$ cat config.mk
export PLATFORM = sky130hd
export DESIGN_NAME = io_controller
export DESIGN_NICKNAME = d
export VERILOG_FILES = /design/src/rtl/io_map_pkg.sv /design/src/rtl/io_uart_port.sv /design/src/rtl/io_controller.sv
export SDC_FILE = /design/constraint.sdc
export NUM_CORES = 1
export LEC_CHECK = 0
export CORE_UTILIZATION = 50
export CTS_CLUSTER_DIAMETER = 100
export DETAILED_ROUTE_END_ITERATION = 8
export GPL_ROUTABILITY_DRIVEN = 0
export GPL_TIMING_DRIVEN = 0
export PLACE_DENSITY = 0.86
export SYNTH_ARGS = -nofsm -noshare
export SYNTH_HDL_FRONTEND = slang
export SYNTH_SLANG_ARGS = --single-unit
$ cat constraint.sdc
create_clock -name Clock -period 2.36 [get_ports Clock]
set_input_delay 0.472 -clock Clock [delete_from_list [all_inputs] [get_ports Clock]]
set_output_delay 0.472 -clock Clock [all_outputs]
set_load 0.05 [all_outputs]
$ cat src/rtl/io_map_pkg.sv
// rtl/io_map_pkg.sv - I/O region address map shared by Control and io_controller
package io_map_pkg;

  // Addr[31:28] value that selects the I/O region
  localparam logic [3:0] IO_NIBBLE  = 4'h8;

  // Addr[11:8] value that selects the counter page instead of a UART channel
  localparam logic [3:0] CNT_PAGE   = 4'hF;

  // UART channel register offsets (Addr[7:0])
  localparam logic [7:0] OFF_TXCTRL = 8'h00;
  localparam logic [7:0] OFF_RXCTRL = 8'h04;
  localparam logic [7:0] OFF_TXDATA = 8'h08;
  localparam logic [7:0] OFF_RXDATA = 8'h0C;

  // Counter page register offsets (Addr[7:0])
  localparam logic [7:0] OFF_CYC    = 8'h00;
  localparam logic [7:0] OFF_INS    = 8'h04;
  localparam logic [7:0] OFF_CNTRST = 8'h08;

endpackage

$ cat src/rtl/io_uart_port.sv
// rtl/io_uart_port.sv - one UART channel: tx byte latch, tx/rx pulses, sticky error bits
module io_uart_port (
  input  logic       clk,
  input  logic       rst_n,
  input  logic       tx_wr,
  input  logic       txctrl_rd,
  input  logic       rxctrl_rd,
  input  logic       rxdata_rd,
  input  logic [7:0] wdata,
  input  logic       tx_ready,
  input  logic       rx_valid,
  output logic [7:0] tx_data,
  output logic       tx_valid,
  output logic       rx_ready,
  output logic       tx_drop,
  output logic       rx_under
);

  // Pulses last exactly one cycle per access; sticky bits set on error and clear on
  // a ctrl read, with set taking priority over clear.
  always_ff @(posedge clk or negedge rst_n) begin
    if (!rst_n) begin
      tx_data  <= '0;
      tx_valid <= 1'b0;
      rx_ready <= 1'b0;
      tx_drop  <= 1'b0;
      rx_under <= 1'b0;
    end else begin
      tx_valid <= tx_wr && tx_ready;
      rx_ready <= rxdata_rd && rx_valid;
      if (tx_wr && tx_ready) begin
        tx_data <= wdata;
      end
      if (tx_wr && !tx_ready) begin
        tx_drop <= 1'b1;
      end else if (txctrl_rd) begin
        tx_drop <= 1'b0;
      end
      if (rxdata_rd && !rx_valid) begin
        rx_under <= 1'b1;
      end else if (rxctrl_rd) begin
        rx_under <= 1'b0;
      end
    end
  end

endmodule

$ cat src/rtl/io_controller.sv
// rtl/io_controller.sv - memory-mapped UART channels and cycle/instruction counters
module io_controller #(
  parameter int         NUM_UART  = 2,
  parameter logic [3:0] IO_NIBBLE = io_map_pkg::IO_NIBBLE,
  parameter int         CNT_W     = 32
) (
  input  logic                  Clock,
  input  logic                  reset_n,
  input  logic [31:0]           Addr,
  input  logic [31:0]           WriteData,
  input  logic                  MemRead,
  input  logic                  MemWrite,
  input  logic                  Stall,
  input  logic                  InstrRetire,
  output logic [31:0]           ReadData,
  output logic [8*NUM_UART-1:0] UARTTxData,
  output logic [NUM_UART-1:0]   UARTTxValid,
  input  logic [NUM_UART-1:0]   UARTTxReady,
  input  logic [8*NUM_UART-1:0] UARTRxData,
  input  logic [NUM_UART-1:0]   UARTRxValid,
  output logic [NUM_UART-1:0]   UARTRxReady
);

  import io_map_pkg::*;

  logic             io;
  logic             rd_en;
  logic             wr_en;
  logic [3:0]       page;
  logic [7:0]       off;
  logic             cnt_sel;
  logic             cnt_rst;
  logic [CNT_W-1:0] cyc_cnt;
  logic [CNT_W-1:0] ins_cnt;
  logic [31:0]      rdata_next;
  logic [NUM_UART-1:0] tx_drop;
  logic [NUM_UART-1:0] rx_under;

  // A simultaneous load and store behaves as a store: no read side effects, ReadData 0
  assign io      = (Addr[31:28] == IO_NIBBLE) && !Stall;
  assign rd_en   = io && MemRead && !MemWrite;
  assign wr_en   = io && MemWrite;
  assign page    = Addr[11:8];
  assign off     = {Addr[7:2], 2'b00};
  assign cnt_sel = (page == CNT_PAGE);
  assign cnt_rst = wr_en && cnt_sel && (off == OFF_CNTRST);

  // Address bits that play no part in decode and store bits UARTs never see
  logic unused_bits;
  assign unused_bits = &{1'b0, Addr[27:12], Addr[1:0], WriteData[31:8]};

  genvar c;
  generate
    for (c = 0; c < NUM_UART; c++) begin : g_port
      localparam logic [3:0] CH = 4'(c);
      logic ch_sel;
      assign ch_sel = (page == CH);

      io_uart_port u_port (
        .clk       (Clock),
        .rst_n     (reset_n),
        .tx_wr     (wr_en && ch_sel && (off == OFF_TXDATA)),
        .txctrl_rd (rd_en && ch_sel && (off == OFF_TXCTRL)),
        .rxctrl_rd (rd_en && ch_sel && (off == OFF_RXCTRL)),
        .rxdata_rd (rd_en && ch_sel && (off == OFF_RXDATA)),
        .wdata     (WriteData[7:0]),
        .tx_ready  (UARTTxReady[c]),
        .rx_valid  (UARTRxValid[c]),
        .tx_data   (UARTTxData[8*c +: 8]),
        .tx_valid  (UARTTxValid[c]),
        .rx_ready  (UARTRxReady[c]),
        .tx_drop   (tx_drop[c]),
        .rx_under  (rx_under[c])
      );
    end
  endgenerate

  // Counters free-run (stall does not stop them); a counter-reset store wins over increment
  always_ff @(posedge Clock or negedge reset_n) begin
    if (!reset_n) begin
      cyc_cnt <= '0;
      ins_cnt <= '0;
    end else if (cnt_rst) begin
      cyc_cnt <= '0;
      ins_cnt <= '0;
    end else begin
      cyc_cnt <= cyc_cnt + CNT_W'(1);
      if (InstrRetire) begin
        ins_cnt <= ins_cnt + CNT_W'(1);
      end
    end
  end

  // Read mux; anything unmapped, write-only or beyond NUM_UART returns 0
  always_comb begin
    rdata_next = '0;
    if (cnt_sel) begin
      case (off)
        OFF_CYC: rdata_next = 32'(cyc_cnt);
        OFF_INS: rdata_next = 32'(ins_cnt);
        default: rdata_next = '0;
      endcase
    end else begin
      for (int i = 0; i < NUM_UART; i++) begin
        if (page == 4'(i)) begin
          case (off)
            OFF_TXCTRL: rdata_next = {30'b0, tx_drop[i], UARTTxReady[i]};
            OFF_RXCTRL: rdata_next = {30'b0, rx_under[i], UARTRxValid[i]};
            OFF_RXDATA: rdata_next = UARTRxValid[i] ? {24'b0, UARTRxData[8*i +: 8]} : 32'b0;
            default:    rdata_next = '0;
          endcase
        end
      end
    end
  end

  // Registered load data, one-cycle latency like block-RAM; non-load edges load 0
  always_ff @(posedge Clock or negedge reset_n) begin
    if (!reset_n) begin
      ReadData <= '0;
    end else begin
      ReadData <= rd_en ? rdata_next : 32'b0;
    end
  end

endmodule

==> reports/metrics.yaml <==
setup_path:
  cp-start-kind: "input port"
  reg2reg_to: "cyc_cnt[24]"
  timing.rr.start: "cyc_cnt[5]"
  rr_worst_depth: 5
  reg2reg_slack_ps: 120
  critPathKind: "in2reg"
  critPathMaxFanout: 8
  crit_arrival_ps: 2590
  crit_path_top_delay_cell: "clkdlybuf4s50_1"
  worstSetupEndpoint: "g_port[1].u_port.tx_data[3]"
  cp_data_required_time_ps: 2670
  cpPeakStageDelay_ps: 620
  startpoint: "Addr[8]"
  worstPathCellList: "clkdlybuf4s50_1 -> nor4b_1 -> nand2_1 -> nor2_2 -> mux2_2"
  worstSetupEndpointType: "flip-flop"
timing:
  report.final.slew_viol_count: 0
  fin_worst_skew_ps: 10.5
  period_share_pct: 96.5
  period_needed_ps: 2280
  finalHoldViolCount: 0
  tightest_slew_ps: 565
  setup_viol: 0
  holdWs_ps: 458
  rsz0062_at_grt: "false"
  timing.final.ws_setup_ps: 81.7
  max_freq_mhz: 439
  max_slew_margin_pct: 61.8
power:
  seq_power_share_pct: 39.6
  p_sw_share_pct: 23.1
  p_sw_mw: 1.32
  cellPowerDensity_nw_per_um2: 738
  p_leak_nw: 3.10
  ir_drop_uv: 636
  p_comb_share_pct: 7.5
  power_frac_clock_pct: 52.8
  intPower_mw: 4.41
synthesis:
  muxShareOfSynthArea_pct: 4.65
  ys_warn_count: 0
  ys_top_cells_by_area: "dfrtp_1 51%, a22oi_1 4.8%, nor2_1 3.8%"
  synth_top_family_by_area: "simple AND/OR/NAND/NOR gates"
  synth-compound-area-share_pct: 14.8
  ys_types: 52
  synth_edf_count: 0
  synth_ff_type: "dfrtp_1"
  postSynthCellCount: 574
  synth_fa_ha_area_share_pct: 0.429
  ys_seq_area_share_pct: 51.5
  ys_ff_latch: 120
  yosysMostFrequentCell: "dfrtp_1"
  syn_area_per_cell_sq_um: 10.2
  synth_top_area_share_pct: 51.5
  synth_fp_nets: 666
  yosysTopAreaCell: "dfrtp_1"
  async_reset_ff_share_pct: 100
  synth-xor-area-share_pct: 4.05
  yosys-top-cells-count: "120 x dfrtp_1, 59 x nor2_1, 37 x a22oi_1, 28 x clkbuf_1"
  synth-simple-area-share_pct: 20.9
  synth_area_sq_um: 5830
global_route:
  grt_usage_pct: 28.8
  grt_pass1_wl_um: 26100
  overflow: 0
  use_met1_pct: 33.1
  grt_use_met2_pct: 48.8
  antenna_found_initial: 0
  busiest_layer: "met2"
  grt_start_max_net_pins: 95
  gr-usage-met3_pct: 7.88
  grt_pass1_vias: 5360
route:
  wl_per_cell_um: 19.0
  vias: 5275
  antenna_left: 0
  viasPerCell: 6.21
  drc_errors: 0
  dr.first_iter.drc_count: 537
  totalWireLength_um: 16200
  firstDrtPassIters: 8
clock_network:
  clkTransAtPathRegs_ps: 60
  clock-sinks: 120
  cts_made_buffers: 17
  cts_max_level: 4
  clock_latency_ps: 430
  clockBufferDepth: 2
  cts-root-buf: "clkbuf_16"
  tritoncts: "yes"
finish:
  drive_above_1_share_pct: 12.3
  final_area_sq_um: 7770
  fin_util_pct: 68.1
  multi_input_area_sq_um: 2660
  fillers: 877
  finalNetCount: 786
  seq_area_sq_um: 3000
  antenna_cells: 0
  fin_cells: 850
  syn_to_final_growth_pct: 33.2
worst_hold_path:
  min_path_type: "in2reg"
floorplan:
  die_h_um: 110
  die-area_sq_um: 12100
  initial_utilization_pct: 51.1
  core_area_sq_um: 11400
  io_pins: 142
  die_w_um: 110
  rows: 39
place:
  dpl.cell_count: 815
  dpl_cell_area_sq_um: 7010
  hpwl_um: 10800
  numPortBuffers: 97
  dp_slack_ps: -662
status:
  status: "finished, final reports clean"
job:
  maxCapViolCount: 0
==> flip-flops by register name, indices dropped and copies added, names as in the netlist <==
signal	count
g_port.u_port.tx_drop	2
ins_cnt	32
g_port.u_port.tx_valid	2
ReadData	32
g_port.u_port.rx_ready	2
g_port.u_port.rx_under	2
cyc_cnt	32
g_port.u_port.tx_data	16
==> what timing repair did <==
action	in CTS	in global routing
hold buffers	1	0
endpoints found under the setup margin	89	89
gates resized for setup	5	13
hold endpoints to repair	26	0
pin swaps	1	3
setup buffers	0	3
==> layer usage <==
| layer | share of wire (%) | up-vias |
|---|---|---|
| li1 | - | 2377 |
| met1 | 39 | 2585 |
| met2 | 51 | 267 |
| met3 | 7.4 | 46 |
| met4 | 2.7 | 0 |
| met5 | 0 | - |
==> critical path, delay by kind of cell <==
family / cells / cell delay (ps)
AND/OR/NAND/NOR: 3 / 1100
buffers and inverters: 1 / 620
multiplexers: 1 / 390
==> how the worst min path moves through the flow <==
stage / startpoint / end / slack (ps) / cells after the start
2_1_floorplan: reset_n / ReadData[0] / 180 / 0
3_3_place_gp: g_port[0].u_port.tx_drop / g_port[0].u_port.tx_drop / 480 / 2
3_5_place_dp: reset_n / ReadData[29] / 360 / 1
4_1_cts: InstrRetire / ins_cnt[0] / 450 / 3
5_1_grt: InstrRetire / ins_cnt[0] / 480 / 3
6_report: InstrRetire / ins_cnt[0] / 460 / 3
==> cell families (layout without fill, tap and decap cells) <==
logic type | after synthesis | after routing
simple gates | 221 | 221
buf+inv | 48 | 181
fa+ha+maj | 2 | 2
xor+xnor | 27 | 27
flops | 120 | 120
compound gates | 131 | 131
mux | 25 | 25
==> power by group through the flow <==
stage | clock (mW) | combinational, mW | sequential (mW)
6_report | 3.03 | 0.433 | 2.27
3_5_place_dp | 0 | 0.417 | 2.30
4_1_cts | 3.04 | 0.428 | 2.27
5_1_grt | 3.12 | 0.477 | 2.28
3_3_place_gp | 0 | 0.393 | 2.29
2_1_floorplan | 0 | 0.226 | 2.27
==> metrics by stage <==
stage	TNS (ps)	total power, mW
final	0	5.74
after floorplan	0	2.50
after detailed placement	-55120	2.72
after global placement	-482120	2.68
after global routing	0	5.88
after CTS	0	5.74
==> cell usage in the layout, fill, tap and decap left out, types with 3 or more instances in the layout <==
cell	count
xnor2_1	9
and2_1	5
clkinvlp_4	3
o21bai_1	5
buf_2	4
mux2_2	17
o22ai_1	7
dfrtp_1	120
or4_1	18
a22oi_1	37
and3_1	9
clkinv_2	4
bufinv_16	7
buf_4	8
clkbuf_1	23
clkdlybuf4s50_1	96
xor2_1	18
nor4_1	7
a21oi_1	27
and4_1	9
nor3_1	6
mux2i_1	8
nand2_1	27
or3_1	8
nand4_1	23
clkbuf_2	6
nor2b_1	4
nor2_1	57
clkbuf_16	17
o21ai_0	19
nor2_2	4
inv_1	8
nand3_1	25
o31ai_1	26
==> final cells by class <==
type                            count  area share, %
Multi-Input combinational cell    406           34.2
Tap cell                          143           2.30
Clock inverter                     14           3.25
Sequential cell                   120           38.6
Buffer                             39           2.38
Clock buffer                       18           5.52
Timing Repair Buffer              102           13.3
Inverter                            8          0.386
(Power assumes the default switching activity.)
